## config.mk

```make
export PLATFORM = sky130hd
export DESIGN_NAME = skewed_row_feeder
export DESIGN_NICKNAME = d
export VERILOG_FILES = /design/src/rtl/skewed_row_feeder.sv
export SDC_FILE = /design/constraint.sdc
export NUM_CORES = 1
export LEC_CHECK = 0
export CAP_MARGIN = 20
export CORE_MARGIN = 1
export CORE_UTILIZATION = 47
export DETAILED_ROUTE_END_ITERATION = 16
export GPL_ROUTABILITY_DRIVEN = 0
export PLACE_DENSITY = 0.79
export SETUP_SLACK_MARGIN = 0.2
export SYNTH_ARGS = -nofsm -noshare
export SYNTH_HDL_FRONTEND = slang
export SYNTH_SLANG_ARGS = --single-unit
```

## constraint.sdc

```tcl
create_clock -name clk -period 2.33 [get_ports clk]
set_input_delay 0.699 -clock clk [delete_from_list [all_inputs] [get_ports clk]]
set_output_delay 0.699 -clock clk [all_outputs]
set_load 0.02 [all_outputs]
```

## src/rtl/skewed_row_feeder.sv

```systemverilog
// Streams a captured ROWS x COLS matrix out one column per cycle, one lane per row.
// With skew enabled, row r is delayed r cycles to form the diagonal wavefront a systolic array expects.
module skewed_row_feeder #(
  parameter int unsigned WIDTH = 16,
  parameter int unsigned ROWS  = 2,
  parameter int unsigned COLS  = 2
) (
  input  logic                        clk,
  input  logic                        rst,
  input  logic [ROWS*COLS*WIDTH-1:0]  mat_in,
  input  logic                        in_valid,
  input  logic                        skew_en,
  output logic                        in_ready,
  output logic [ROWS*WIDTH-1:0]       data_out,
  output logic [ROWS-1:0]             valid_out,
  output logic                        done
);

  localparam int unsigned LMax = COLS + ROWS - 1;
  localparam int unsigned CntW = $clog2(LMax) + 1;
  localparam logic [CntW-1:0] LastSkew  = CntW'(LMax - 1);
  localparam logic [CntW-1:0] LastAlign = CntW'(COLS - 1);

  typedef enum logic {StIdle, StStream} state_e;

  state_e                      r_state, w_state_d;
  logic [CntW-1:0]             r_cnt, w_cnt_d;
  logic                        r_skew;
  logic [ROWS*COLS*WIDTH-1:0]  r_buf;

  logic [CntW-1:0]             w_last, w_k;
  logic                        w_is_last, w_accept, w_emit, w_src_skew;
  logic [ROWS*COLS*WIDTH-1:0]  w_src_mat;
  logic [ROWS*WIDTH-1:0]       w_data_d;
  logic [ROWS-1:0]             w_valid_d;
  logic                        w_done_d;

  assign w_last    = r_skew ? LastSkew : LastAlign;
  assign w_is_last = (r_state == StStream) && (r_cnt == w_last);
  assign in_ready  = !rst && ((r_state == StIdle) || w_is_last);
  assign w_accept  = in_valid && in_ready;

  always_comb begin
    w_state_d = r_state;
    w_cnt_d   = r_cnt;
    unique case (r_state)
      StIdle: begin
        if (w_accept) begin
          w_state_d = StStream;
          w_cnt_d   = '0;
        end
      end
      StStream: begin
        if (w_accept) begin
          w_cnt_d = '0;
        end else if (w_is_last) begin
          w_state_d = StIdle;
          w_cnt_d   = '0;
        end else begin
          w_cnt_d = r_cnt + CntW'(1);
        end
      end
      default: w_state_d = StIdle;
    endcase
  end

  // Output registers are loaded with the element for the stream step about to be shown;
  // on accept that is step 0 taken straight from mat_in, giving latency 1 with no gap.
  assign w_src_mat  = w_accept ? mat_in : r_buf;
  assign w_src_skew = w_accept ? skew_en : r_skew;
  assign w_k        = w_accept ? '0 : r_cnt + CntW'(1);
  assign w_emit     = w_accept || ((r_state == StStream) && !w_is_last);
  assign w_done_d   = w_emit && (w_k == (w_src_skew ? LastSkew : LastAlign));

  always_comb begin
    int k_i;
    int sk_i;
    w_data_d  = '0;
    w_valid_d = '0;
    k_i       = int'(w_k);
    sk_i      = w_src_skew ? 1 : 0;
    for (int r = 0; r < int'(ROWS); r++) begin
      for (int c = 0; c < int'(COLS); c++) begin
        if (w_emit && (k_i == c + r * sk_i)) begin
          w_data_d[r*WIDTH +: WIDTH] = w_src_mat[(r*COLS+c)*WIDTH +: WIDTH];
          w_valid_d[r]               = 1'b1;
        end
      end
    end
  end

  always_ff @(posedge clk) begin
    if (rst) begin
      r_state   <= StIdle;
      r_cnt     <= '0;
      r_skew    <= 1'b0;
      data_out  <= '0;
      valid_out <= '0;
      done      <= 1'b0;
    end else begin
      r_state   <= w_state_d;
      r_cnt     <= w_cnt_d;
      data_out  <= w_data_d;
      valid_out <= w_valid_d;
      done      <= w_done_d;
      if (w_accept) begin
        r_skew <= skew_en;
      end
    end
  end

  always_ff @(posedge clk) begin
    if (w_accept) begin
      r_buf <= mat_in;
    end
  end

endmodule

```

==> impl_metrics.tcl <==
set metrics [dict create \
    grt_setup_unrepaired "true" \
    drt-initial-drc-count 66 \
    ios 104 \
    drt-pass1-iter-count 4 \
    grt_antenna_before_repair 0 \
    crit_fanout 8 \
    ys_seq_area_share_pct 56.1 \
    synth_area_mm2 0.00371 \
    diodes 0 \
    worst_slack_ps -18.0 \
    utilization_pct 77.7 \
    nNetsFinal 507 \
    vias 2697 \
    yosysUniqueCellTypes 35 \
    whs_path_depth 2 \
    h-tree-depth 3 \
    cts_tree "built" \
    core-area_mm2 0.00769 \
    syn_avg_cell_area_um2 12.3 \
    hold_start "r_buf[37]" \
    violations "negative setup slack" \
    die_y_um 90.9 \
    grt_start_max_net_pins 18 \
    startpoint_type "flop" \
    path_delay_family "buffers and inverters" \
    reg2reg_to "data_out[24]" \
    crit_required_ps 2580 \
    crit_type "flop to flop" \
    post-place-cells 517 \
    pre_cts_slack_ps -302 \
    switching_share_pct 26.3 \
    hold_ws_ps 462 \
    ys_seq_elements 104 \
    yosysWarnings 0 \
    hp-class "flop to flop" \
    synthTopCellsByArea "dfxtp_1 (56%), mux2_4 (6.5%), mux2_2 (6.4%)" \
    synthArstFlopShare_pct 0 \
    max-vdd-ir-drop_v 0.000601 \
    dpl-instance-area_mm2 0.00505 \
    maxSlewViolCount 0 \
    power_frac_clock_pct 27.9 \
    powerDensity_mw_per_mm2 798 \
    setup_viol 7 \
    synthTopCellsByCount "dfxtp_1 (104), nor2_1 (37), mux2_2 (21), inv_1 (18)" \
    combPwrFrac_pct 26.0 \
    worst_slew_pin_slew_ps 379 \
    final_hold_viol_count 0 \
    p_sw_uw 1250 \
    fmax_mhz 426 \
    power_frac_seq_pct 46.1 \
    clk_path_buf_depth 2 \
    outcome "complete, but fails checks" \
    cp_num_buf_inv 5 \
    cp_num_cells 9 \
    cts_sinks 104 \
    synth_top_area_share_pct 56.1 \
    drv_cap 0 \
    p_leak_uw 0.00238 \
    syn-instance-count 301 \
    dp_hpwl_um 5310 \
    io_buffers 103 \
    synth_ff_type "dfxtp_1" \
    insertion_delay_ps 360 \
    crit_slowest_cell "or4b_4" \
    via_per_inst 4.95 \
    drive_gt1_share_pct 39.7 \
    r2r_start "r_skew" \
    path_cells "or4b_4 > buf_6 > a311oi_4 > buf_12 > buf_12 > clkbuf_16 > buf_12 > mux2i_4 > o2bb2ai_2" \
    instances_no_fill 545 \
    rr_worst_depth 9 \
    nFillCells 466 \
    clk_pin_slew_ps 90 \
    die_x_um 90.9 \
    path_common_cell "buf_12" \
    drt.antenna.violating_nets 0 \
    initial_core_util_pct 48.3 \
    cts-root-buf "clkbuf_8" \
    fin_crit_sh_pct 101 \
    numCtsBuffers 9 \
    overflow 0 \
    die_area_mm2 0.00826 \
    relSlewSlack_pct 74.8 \
    grtUsageTotal_pct 20.7 \
    synth-edff-count 0 \
    drc_errors 0 \
    crit_path_end_kind "flop" \
    min_to "r_buf[37]" \
    reg2reg_slack_ps -20 \
    critPathArrivalTime_ps 2600 \
    routed_wl_um 8930 \
    critPathMaxStageDelay_ps 540 \
    rows 32 \
    stdcell_area_mm2 0.00597 \
    skew_ps 12.3 \
    fin_crit_ps 2350 \
    wire_per_inst_um 16.4 \
    synth.most_common_cell "dfxtp_1" \
    grt_first_pass_wirelength_um 13300 \
    area_growth_syn_to_layout_pct 60.8 \
    synthesis.nets 370 \
    grt_pass1_vias 2764 \
    synth_largest_area_cell "dfxtp_1" \
    p_int_uw 3510 \
    hold_buffers 0 \
]
==> per-layer routing <==
layer | up-vias | part of all wire, % | global-route usage [%]
met5 | - | 0 | 0
met4 | 0 | 2.6 | 8.86
met3 | 19 | 3.1 | 3.79
met2 | 63 | 52 | 36.9
met1 | 1306 | 42 | 24.2
li1 | 1309 | - | -
==> what timing repair did <==
item                                    4_1_cts  5_1_grt
endpoints found under the setup margin       58       70
setup buffers                                 7        2
cloned                                        2        1
pin swaps                                     7       13
resized for setup                            55       78
==> cell type report <==
cell class | count | area, um2 | share of cell area [%]
clock buffers | 10 | 128 | 2.14
clock inverters | 6 | 115 | 1.93
inverters | 19 | 71.3 | 1.19
multi-input cells | 163 | 1890 | 31.6
flip-flops and latches | 104 | 2080 | 34.9
well taps | 102 | 128 | 2.14
repair buffers | 141 | 1560 | 26.1
==> flip-flops by register name, indices dropped and copies added (netlist names) <==
name,cells
done,1
valid_out,2
r_state,1
r_cnt,3
data_out,32
r_skew,1
r_buf,64
==> worst register-to-register path, delay by kind of cell (launching register included) <==
kind | cells | cell delay, ps
and+or+nand+nor | 1 | 540
DFF | 1 | 330
muxes | 1 | 230
AOI/OAI and AO/OA | 2 | 400
buffers and inverters | 5 | 750
==> metrics by stage <==
step | power, uW | TNS [ps]
2_1_floorplan | 2740 | 0
4_1_cts | 4580 | -23.2
3_5_place_dp | 3130 | -16110
6_report | 4770 | -68.4
3_3_place_gp | 3090 | -14150
5_1_grt | 4960 | -1220
==> placed cells by master (no fill, tap or decap), types with 12 or more instances in the layout <==
cell	netlist	layout
inv_1	18	18
mux2_2	21	12
nor2_4	0	13
mux2_4	16	36
nor3b_2	16	16
dfxtp_1	104	102
buf_4	2	13
mux2i_4	0	13
nor2_2	0	18
clkdlybuf4s50_1	0	101
==> power by group through the flow <==
stage	registers, uW	logic [uW]	clock network, uW
finish	2200	1240	1330
CTS	2170	1070	1340
floorplan	2260	482	0
global route	2220	1320	1420
global placement	2190	905	0
detailed placement	2200	934	0
==> kinds of logic (layout without fill, tap and decap cells) <==
logic type      count (synthesis)  in the layout  share of synthesized area (%)
simple gates                   70             70                           12.0
buf+inv                        34            176                           5.02
compound gates                 26             26                           5.59
fa+ha+maj                       1              1                          0.337
mux                            64             64                           20.5
xor+xnor                        2              2                          0.472
flops                         104            104                           56.1
==> how the worst max path moves through the flow <==
stage              endpoint  startpoint  slack [ps]
2_1_floorplan   data_out[6]         rst         210
3_3_place_gp       in_ready         rst        -260
3_5_place_dp   data_out[11]         rst        -300
4_1_cts            in_ready    r_cnt[2]         -20
5_1_grt        data_out[30]      r_skew        -100
6_report       data_out[24]      r_skew         -20
(Power assumes the default switching activity.)
